<file path="config.mk">
export PLATFORM = sky130hd
export DESIGN_NAME = reg_fifo
export DESIGN_NICKNAME = d
export VERILOG_FILES = /design/src/rtl/reg_fifo_pkg.sv /design/src/rtl/reg_fifo_mem.sv /design/src/rtl/reg_fifo.sv
export SDC_FILE = /design/constraint.sdc
export NUM_CORES = 1
export LEC_CHECK = 0
export ABC_AREA = 0
export BUFFER_PORTS_ARGS = -buffer_cell sky130_fd_sc_hd__buf_2
export CAP_MARGIN = 20
export CORE_UTILIZATION = 53
export DETAILED_ROUTE_END_ITERATION = 7
export GPL_ROUTABILITY_DRIVEN = 0
export GPL_TIMING_DRIVEN = 0
export PLACE_DENSITY = 0.83
export RECOVER_POWER = 100
export SYNTH_ARGS = -nofsm -noshare
export SYNTH_HDL_FRONTEND = slang
export SYNTH_SLANG_ARGS = --single-unit
export TNS_END_PERCENT = 1
</file>
<file path="constraint.sdc">
create_clock -name clk -period 2.8 [get_ports clk]
set_input_delay 0.28 -clock clk [delete_from_list [all_inputs] [get_ports clk]]
set_output_delay 0.28 -clock clk [all_outputs]
set_load 0.01 [all_outputs]
</file>
<file path="src/rtl/reg_fifo_pkg.sv">
// reg_fifo_pkg: shared defaults and sizing helpers for reg_fifo
package reg_fifo_pkg;
  localparam int DEFAULT_WIDTH = 4;
  localparam int DEFAULT_DEPTH = 4;
  function automatic int cnt_bits(input int depth);
    return $clog2(depth + 1);
  endfunction
  function automatic bit is_pow2(input int n);
    return n >= 2 && (n & (n - 1)) == 0;
  endfunction
endpackage

</file>
<file path="src/rtl/reg_fifo_mem.sv">
// reg_fifo_mem: DEPTH x WIDTH register array, clk/we/wr_addr/wr_data write, async rd_addr->rd_data read, no reset
module reg_fifo_mem
  import reg_fifo_pkg::*;
#(
  parameter int WIDTH = DEFAULT_WIDTH,
  parameter int DEPTH = DEFAULT_DEPTH,
  parameter int AW = $clog2(DEPTH)
) (
  input  logic             clk,
  input  logic             we,
  input  logic [AW-1:0]    wr_addr,
  input  logic [WIDTH-1:0] wr_data,
  input  logic [AW-1:0]    rd_addr,
  output logic [WIDTH-1:0] rd_data
);
  logic [WIDTH-1:0] mem [DEPTH];
  always_ff @(posedge clk)
    if (we) mem[wr_addr] <= wr_data;
  assign rd_data = mem[rd_addr];
endmodule

</file>
<file path="src/rtl/reg_fifo.sv">
// reg_fifo: fall-through FIFO, push enable/d, pop q/q_valid/q_ready, status full/count/sticky overflow, async rst_n
module reg_fifo
  import reg_fifo_pkg::*;
#(
  parameter int WIDTH = DEFAULT_WIDTH,
  parameter int DEPTH = DEFAULT_DEPTH
) (
  input  logic                        clk,
  input  logic                        rst_n,
  input  logic                        enable,
  input  logic [WIDTH-1:0]            d,
  output logic [WIDTH-1:0]            q,
  output logic                        q_valid,
  input  logic                        q_ready,
  output logic                        full,
  output logic [cnt_bits(DEPTH)-1:0]  count,
  output logic                        overflow
);
  localparam int AW = $clog2(DEPTH);
  localparam int CW = cnt_bits(DEPTH);
  if (!is_pow2(DEPTH)) begin : g_bad_depth
    $error("reg_fifo: DEPTH must be a power of two and at least 2");
  end
  logic [AW-1:0] wr_ptr, rd_ptr;
  logic [CW-1:0] cnt;
  logic [WIDTH-1:0] rd_data;
  logic push, pop;
  assign full = cnt == CW'(DEPTH);
  assign q_valid = cnt != '0;
  assign count = cnt;
  assign push = enable && !full;
  assign pop = q_ready && q_valid;
  assign q = q_valid ? rd_data : '0;
  reg_fifo_mem #(.WIDTH(WIDTH), .DEPTH(DEPTH)) u_mem (
    .clk(clk),
    .we(push),
    .wr_addr(wr_ptr),
    .wr_data(d),
    .rd_addr(rd_ptr),
    .rd_data(rd_data)
  );
  always_ff @(posedge clk or negedge rst_n)
    if (!rst_n) begin
      wr_ptr <= '0;
      rd_ptr <= '0;
      cnt <= '0;
      overflow <= 1'b0;
    end else begin
      if (push) wr_ptr <= wr_ptr + AW'(1);
      if (pop) rd_ptr <= rd_ptr + AW'(1);
      cnt <= cnt + CW'(push) - CW'(pop);
      if (enable && full) overflow <= 1'b1;
    end
endmodule

</file>
## After elaboration in Yosys (flattened, before gate mapping)

Memories as Yosys holds them, arrays and structs flattened.
Index checks and enable logic that the tools add are counted.
W data, S select, Z words.

- Register bits after elaboration: 8
- Bits in writable memories: 16
- Output and inout port bits: 10
- Word-level logic and storage cells: 18
- Memories: 1

Memories:

| memory | words | width | read ports | clocked after Yosys merged registers in | wr ports | line | source |
|---|---|---|---|---|---|---|---|
| u_mem.mem | 4 | 4 | 1 | 0 | 1 | reg_fifo_mem.sv:16 | `logic [WIDTH-1:0] mem [DEPTH];` |

- Add/sub/neg operators: 4
- Eq/ne operators: 1
- Mux-type cells: 3
- Reductions and logical operators: 5

Operator list:

| operator | count |
|---|---|
| $add A2 B1 Y2 const B | 2 |
| $mux W4 | 1 |
| $add A3 B1 Y3 | 1 |
| $eq A3 B3 Y1 const B | 1 |
| $logic_and A1 B1 Y1 | 3 |
| $reduce_bool A3 Y1 | 1 |
| $sub A3 B1 Y3 | 1 |
| $mux W1 | 2 |
| $logic_not A1 Y1 | 1 |

## Depth between registers and ports, before layout

Gate-level depths: netlist (run 1).

- Depth after elaboration: 5
- Mapped depth: 9
- Gate-level depth less buffers: 8

## Hierarchy

Synthesis (run 1) repeated with hierarchy kept, for this count alone.

- Cells, all modules: 63
- Area total of the unflattened synthesis: 1,081.0 um^2

Modules (own cells, without submodules):

| module | instances | cells an instance | area an instance (um^2) | seq. area each (um^2) |
|---|---|---|---|---|
| reg_fifo_mem | 1 | 24 | 616.8 | 480.5 |
| reg_fifo | 1 | 39 | 464.2 | 200.2 |

## Least setup slack after synthesis (run 1)

OpenSTA, ideal clock, no wires.

- Path type: flip-flop to flip-flop
- Start: register cnt[1] (netlist: count[1])
- End: register cnt[2] (netlist: count[2])
- Library setup time: 0.126 ns
- Arrival: 2.023 ns
- Required time: 2.674 ns
- Setup slack: 0.651 ns
- Stages on the path, launching flop included: 10
- Buffers on the path: 1
- Clock period less this slack: 2.149 ns
- Cell sequence: dfrtp_1 > or3_1 > buf_2 > nand2_2 > xnor2_1 > ha_1 > inv_1 > fa_1 > xnor2_1 > xnor2_1

- Elaborated cells between the ends (all ways): 7
- Those cells by class: add/sub: 2; eq/ne: 1; reduce/logical: 4

RTL lines:

| element | line | source |
|---|---|---|
| from (decl) | reg_fifo.sv:25 | `logic [CW-1:0] cnt;` |
| from (signal assigned) | reg_fifo.sv:51 | `cnt <= cnt + CW'(push) - CW'(pop);` |
| $reduce_bool A3 Y1 | reg_fifo.sv:29 | `assign q_valid = cnt != '0;` |
| net q_valid | reg_fifo.sv:13 | `output logic q_valid,` |
| $logic_and A1 B1 Y1 | reg_fifo.sv:32 | `assign pop = q_ready && q_valid;` |
| $sub A3 B1 Y3 | reg_fifo.sv:51 |  |

The timed path passes the listed nets, and every way through them passes these cells.
A chain may end at the register's enable or synchronous reset.

## Worst setup path after layout (run 1)

- Start: register cnt[1] (netlist: count[1])
- End: register cnt[2] (netlist: count[2])

- Word-level cells in the longest chain between the ends: 5
- Elaborated cells between the ends (all ways): 7
- Those cells by class: add/sub: 2; eq/ne: 1; reduce/logical: 4

Ends and longest elaborated chain:

| element | line | source |
|---|---|---|
| $eq A3 B3 Y1 | reg_fifo.sv:28 | `assign full = cnt == CW'(DEPTH);` |
| $logic_not A1 Y1 | reg_fifo.sv:31 | `assign push = enable && !full;` |
| $logic_and A1 B1 Y1 | reg_fifo.sv:31 |  |
| $add A3 B1 Y3 | reg_fifo.sv:51 |  |
| $sub A3 B1 Y3 * | reg_fifo.sv:51 |  |

Mark *: on every way between the ends. The rest lies on a longest branch, timed or not.

==> results of run 1 <==
## per-stage QoR
| step | instance area [sq um] | setup WS (ns) | cells | hold slack [ns] |
|---|---|---|---|---|
| after floorplan | 1080 | 0.651 | 63 | -0.0156 |
| after global placement | 1190 | 0.619 | 105 | 0.129 |
| after detailed placement | 1190 | 0.573 | 105 | 0.134 |
| after CTS | 1250 | 0.522 | 110 | 0.166 |
| after global routing | 1200 | 0.222 | 110 | 0.167 |
| final | 1200 | 0.422 | 110 | 0.175 |
## registers in the layout (all words and copies together), names as in the netlist
signal,flops
u_mem.mem,16
rd_ptr,2
count,3
wr_ptr,2
overflow,1
## area by class of cell
class,instances,area share [%]
Sequential cell,24,56.5
Multi-Input combinational cell,32,27.4
Timing Repair Buffer,18,6.75
Clock buffer,4,3.95
Tap cell,25,2.60
Buffer,3,1.56
Inverter,4,1.25
## how the worst max path moves through the flow
stage,from,slack (ns),to,depth (start not counted)
after global placement,count[1]$_DFF_PN0_,0.62,count[2]$_DFF_PN0_,9
after CTS,count[1]$_DFF_PN0_,0.52,count[2]$_DFF_PN0_,9
after detailed placement,count[1]$_DFF_PN0_,0.57,count[2]$_DFF_PN0_,9
after floorplan,count[1]$_DFF_PN0_,0.65,count[2]$_DFF_PN0_,9
final,count[1]$_DFF_PN0_,0.42,count[2]$_DFF_PN0_,9
after global routing,count[1]$_DFF_PN0_,0.22,count[2]$_DFF_PN0_,9
## critical path, delay by kind of cell (launching register included)
family                     cells  cell delay (ns)
adders and majority gates      2             0.55
buffers and inverters          2             0.26
and+or+nand+nor                2             0.50
DFF                            1             0.47
xor gates and xnor gates       3             0.53
## routing by layer
| metal | global-route usage, % | share of wire [%] | vias up |
|---|---|---|---|
| met4 | 10.3 | 1.8 | 0 |
| met5 | 0 | 0 | - |
| li1 | - | - | 264 |
| met2 | 31.1 | 55 | 14 |
| met1 | 21.0 | 40 | 280 |
| met3 | 3.46 | 3.1 | 4 |
## power by group
group	switching, mW	internal (mW)
logic	0.249	0.255
registers	0.0785	0.494
clock network	0.103	0.109
total	0.431	0.859
## what timing repair did
action,4_1_cts,5_1_grt
gates resized for setup,0,0
hold buffers,1,0
endpoints found under the setup margin,0,0
endpoints found under the hold margin,8,0
## logic make-up after synthesis
logic type      count (synthesis)
simple gates                   14
buf+inv                         7
xor+xnor                        6
flops                          24
mux                             5
fa+ha+maj                       6
compound gates                  1
## placed cells by master (no fill, tap or decap), drive strengths merged, types with 4 or more instances in the layout
cell type,n
inv,4
edfxtp,16
mux4,4
buf,7
xnor2,6
clkbuf,17
ha,5
and2,8
dfrtp,8
==> out/metrics.cfg, run 1 <==
[setup_path]
worstPathMaxFanout = 8
r2r.worst_path.cells = 9
critPathMostFrequentCell = xnor2_1
crit_path_start_kind = register
timing_worst_setup_path_type = reg -> reg
worstPathCellList = nor3b_1, nor2b_2, clkbuf_1, xnor2_1, ha_1, inv_1, fa_1, xnor2_1, xnor2_1
r2r-end = count[2]$_DFF_PN0_
max_stage_delay_ns = 0.47
endpoint_kind = register
rr_startpoint = count[1]$_DFF_PN0_
rrSetupSlack_ns = 0.42
crit_slowest_cell = dfrtp_1
critPathRequiredTime_ns = 3.06
arrival_ns = 2.63

[yosys]
syn-num-nets = 77
synth_common_cells = edfxtp_1 (16), dfrtp_1 (8), xnor2_1 (6)
synth_xor_area_share_pct = 4.88
syn_area_sq_mm = 0.00108
yosysSeqAreaShare_pct = 63.3
synth_edf_count = 16
synth_area_leader_cell = edfxtp_1
ys_warn_count = 0
synth-adder-area-share_pct = 7.67
ys_types = 19
synth-simple-area-share_pct = 9.65
synth-compound-area-share_pct = 0.814
synth_top_family_by_area = multiplexers
netlist.area_leader.share_pct = 44.7
async_flop_share_pct = 33.3
synth_flop_cell = edfxtp_1
synth.area.top_cells = edfxtp_1 (45%), dfrtp_1 (19%), mux4_2 (8.4%)
avgSynthCellArea_sq_um = 17.1
synth-seq-cells = 24
syn-instance-count = 63
synth_most_common_cell = edfxtp_1
synthMuxAreaShare_pct = 9.77

[layout]
syn_to_final_growth_pct = 12.0
seq_area_sq_um = 681
drive_gt1_share_pct = 20.0
fin_util_pct = 66.2
multi_input_area_sq_um = 330
fillers = 153
antenna_cells = 0
fin_nets = 100

[floorplan]
fp.dieArea_sq_mm = 0.00221
row_count = 15
die_y_um = 47.1
start_util_pct = 59.1
ios = 18
core-area_sq_mm = 0.00182
die_w_um = 47.1

[grt]
gr-total-overflow = 0
grt_first_pass_wirelength_mm = 2.50
grt_pass1_vias = 566
antenna_found_initial = 0
grt_use_total_pct = 18.0
grt_max_degree = 15

[run_status]
status = finished clean

[worst_hold_path]
hold_start = enable
holdPathEnd = overflow$_DFFE_PN0P_
min_path_type = in -> reg
hold_depth = 2

[sta]
hold_viol_final = 0
period_share_pct = 84.9
rsz0062_at_grt = no
fin_skew_ns = 0.0137
min_period_ns = 2.38
setup_violations = 0
maxSlewViolCount = 0
fmax_ghz = 0.421
tns_ns = 0
slew_headroom_pct = 69.3
worstMarginPinSlew_ns = 0.461

[clock_network]
root_buffer = clkbuf_4
path_clk_slew_ns = 0.14
postCtsSetupBuffers = 0
cts_tree = built
insertion_delay_ns = 0.32
cts.sinks = 24
clk_path_buf_depth = 2
numCtsBuffers = 3
cts-htree-levels = 1

[drt]
ant_nets = 0
vias = 562
finalWirelength_mm = 1.71
drt-wirelength-per-cell_um = 15.6
vias_per_cell = 5.11
drc = 0
drt_iter0_drc = 7
dr.pass1.iters = 4

[job]
maxCapViolCount = 0

[placement]
place_hpwl_mm = 1.31
portBuffers = 17

[power]
p_leak_nw = 0.454
power_per_cell_area_mw_per_mm2 = 1070
worst_ir_drop_vdd_v = 0.000583
power_mw = 1.29

No activity file was read; power rests on OpenSTA's default activity.
==> run 2: changes to the inputs <==
Settings changed: CORE_UTILIZATION 53 to 48, PLACE_DENSITY 0.83 to 0.79.
Clock period 2.8 ns to 2.15 ns, I/O delays scaled along.
==> run 2 against run 1 <==
The flow now finishes with violations (negative setup slack). Final area is 8.5% higher. Non-clock buffer count is 6 higher. Global-route usage shrank 1.8 points. Sequential power up 29%. Worst setup slack worse by 0.46 ns. Critical path depth unchanged. Clock power decreased by 11%. Count of clock-buffer cells in the layout is 1 lower. Sequential cell count did not move. Critical endpoint unchanged.
==> out/metrics.cfg, run 2 (synthesized netlist as in run 1, its figures left out) <==
[sta]
fmax_ghz = 0.457  ; +8.7%
period_share_pct = 102  ; +17 points
slew_headroom_pct = 70.9  ; +1.6 points
min_period_ns = 2.19  ; -0.190 ns
fin_ws_ns = -0.0376  ; -0.460 ns
hold_viol_final = 0  ; unchanged
tns_ns = -0.0376  ; -0.0376 ns
maxSlewViolCount = 0  ; unchanged
setup_violations = 1  ; +1
rsz0062_at_grt = yes
worstMarginPinSlew_ns = 0.437  ; -0.0244 ns
fin_skew_ns = 0.00184  ; -0.0119 ns

[floorplan]
ios = 18  ; unchanged
row_count = 16  ; +1
core-area_sq_mm = 0.00204  ; +12%
die_y_um = 49.3  ; +4.9%
fp.dieArea_sq_mm = 0.00243  ; +9.9%
start_util_pct = 52.7  ; -6.4 points
die_w_um = 49.3  ; +4.9%

[clock_network]
insertion_delay_ns = 0.30  ; -0.02 ns
cts.sinks = 24  ; unchanged
cts-htree-levels = 1  ; unchanged
path_clk_slew_ns = 0.12  ; -0.02 ns
clk_path_buf_depth = 2  ; unchanged
root_buffer = clkbuf_4
cts_tree = built
numCtsBuffers = 3  ; unchanged

[grt]
gr-total-overflow = 0  ; unchanged
grt_use_total_pct = 16.3  ; -1.8 points
antenna_found_initial = 0  ; unchanged
grt_pass1_vias = 585  ; +3.4%
grt_max_degree = 14  ; -1
grt_first_pass_wirelength_mm = 2.74  ; +9.7%

[setup_path]
crit_slowest_cell = dfrtp_2
timing_worst_setup_path_type = reg -> reg
rrSetupSlack_ns = -0.04  ; -0.46 ns
r2r-end = count[2]$_DFF_PN0_
critPathRequiredTime_ns = 2.39  ; -0.67 ns
critPathCapture = count[2]$_DFF_PN0_
endpoint_kind = register
critPathMostFrequentCell = xnor2_2
worstPathMaxFanout = 4  ; -4
crit_buf_inv = 2  ; unchanged
cp-startpoint = count[1]$_DFF_PN0_
worstPathCellList = or3_4, buf_6, nand2_4, xnor2_2, ha_2, inv_2, fa_2, xnor2_2, xnor2_1
r2r.worst_path.cells = 9  ; unchanged
arrival_ns = 2.43  ; -0.20 ns
cp.depth = 9  ; unchanged
crit_path_start_kind = register
rr_startpoint = count[1]$_DFF_PN0_
critPathTopFamily = adder cells
max_stage_delay_ns = 0.45  ; -0.02 ns

[placement]
place_hpwl_mm = 1.17  ; -11%
dp_cells = 107  ; +1.9%
placed_area_sq_mm = 0.00119  ; +0.21%
portBuffers = 17  ; unchanged

[drt]
dr.pass1.iters = 3  ; -1
finalWirelength_mm = 1.70  ; -0.99%
ant_nets = 0  ; unchanged
drt_iter0_drc = 6  ; -1
drt-wirelength-per-cell_um = 14.4  ; -7.7%
vias = 589  ; +4.8%
vias_per_cell = 4.99  ; -2.3%
drc = 0  ; unchanged

[worst_hold_path]
min_path_type = in -> reg

[layout]
final_area_sq_mm = 0.00131  ; +8.5%
final_common_cell = edfxtp_1
antenna_cells = 0  ; unchanged
instances_no_fill = 118  ; +7.3%
syn_to_final_growth_pct = 21.5
fin_nets = 106  ; +6.0%
layout_common_cells = edfxtp_1 (16), buf_2 (12), dfrtp_1 (7)
drive_gt1_share_pct = 48.4  ; +28 points
largest_register_ffs = 16  ; unchanged
top_register = u_mem.mem

[power]
intPower_mw = 1.21  ; +41%
seq_power_share_pct = 40.7  ; -3.7 points
power_mw = 1.81  ; +41%
worst_ir_drop_vdd_v = 0.000651  ; +12%
power_frac_clock_pct = 10.4  ; -6.1 points
p_comb_share_pct = 48.9  ; +9.8 points
power_per_cell_area_mw_per_mm2 = 1390  ; +29%
p_leak_nw = 0.525  ; +15%
switching_share_pct = 33.3  ; -0.086 points
switchingPower_mw = 0.604  ; +40%

[run_status]
status = finished, violations left
violations = negative setup slack

[job]
maxCapViolCount = 0  ; unchanged

## run 2: power groups by stage
stage | Combinational, mW | Sequential [mW] | Clock [mW]
6_report | 0.887 | 0.737 | 0.188
5_1_grt | 0.978 | 0.754 | 0.214
4_1_cts | 0.805 | 0.735 | 0.199
3_5_place_dp | 0.734 | 0.760 | 0
3_3_place_gp | 0.701 | 0.754 | 0
2_1_floorplan | 0.513 | 0.758 | 0
## run 2: repair_timing
action | 4_1_cts | 5_1_grt
buffers inserted | 3 | 3
pin swaps | 1 | 4
setup endpoints to repair | 1 | 1
gates resized for setup | 3 | 7
hold endpoints to repair | 8 | 0
hold buffers | 1 | 0
## run 2: routing by layer
metal	global-route usage, %	vias to the layer above	routed length, um
li1	-	275	-
met1	19.0	297	652
met2	28.1	11	941
met3	1.87	6	27
met4	10.3	0	76
met5	0	-	0
## run 2: per-stage QoR
stage          utilization, %  setup WS, ns  hold WS, ns
3_5_place_dp             58.5       -0.0662       0.0648
4_1_cts                  61.7        0.0258       0.0996
3_3_place_gp             58.5       -0.0159       0.0608
5_1_grt                  64.0       -0.0769        0.124
2_1_floorplan               -      0.000709      -0.0806
6_report                 64.0       -0.0376        0.131
## run 2: area by class of cell
| cell class | count | area (sq um) |
|---|---|---|
| fillers | 162 | 734 |
| flip-flops and latches | 24 | 682 |
| multi-input cells | 32 | 383 |
| repair buffers | 24 | 134 |
| plain buffers | 3 | 33.8 |
| well taps | 27 | 33.8 |
| clock buffers | 3 | 22.5 |
| inverters | 4 | 15.0 |
| clock inverters | 1 | 3.75 |
## run 2: worst min-delay path by stage
stage / cells past startpoint / startpoint / endpoint
after floorplan: 0 / rst_n / count[0]$_DFF_PN0_
after global placement: 1 / rst_n / count[2]$_DFF_PN0_
after detailed placement: 1 / rst_n / count[1]$_DFF_PN0_
after CTS: 1 / d[1] / u_mem.mem[3][1]$_DFFE_PP_
after global routing: 2 / enable / overflow$_DFFE_PN0P_
final: 2 / enable / overflow$_DFFE_PN0P_
## run 2: worst reg2reg max path, stage by stage, from the launching register on
cell and delay (ns):
dfrtp_2 0.45, or3_4 0.39, buf_6 0.13, nand2_4 0.07
xnor2_2 0.10, ha_2 0.18, inv_2 0.04, fa_2 0.39
xnor2_2 0.21, xnor2_1 0.14
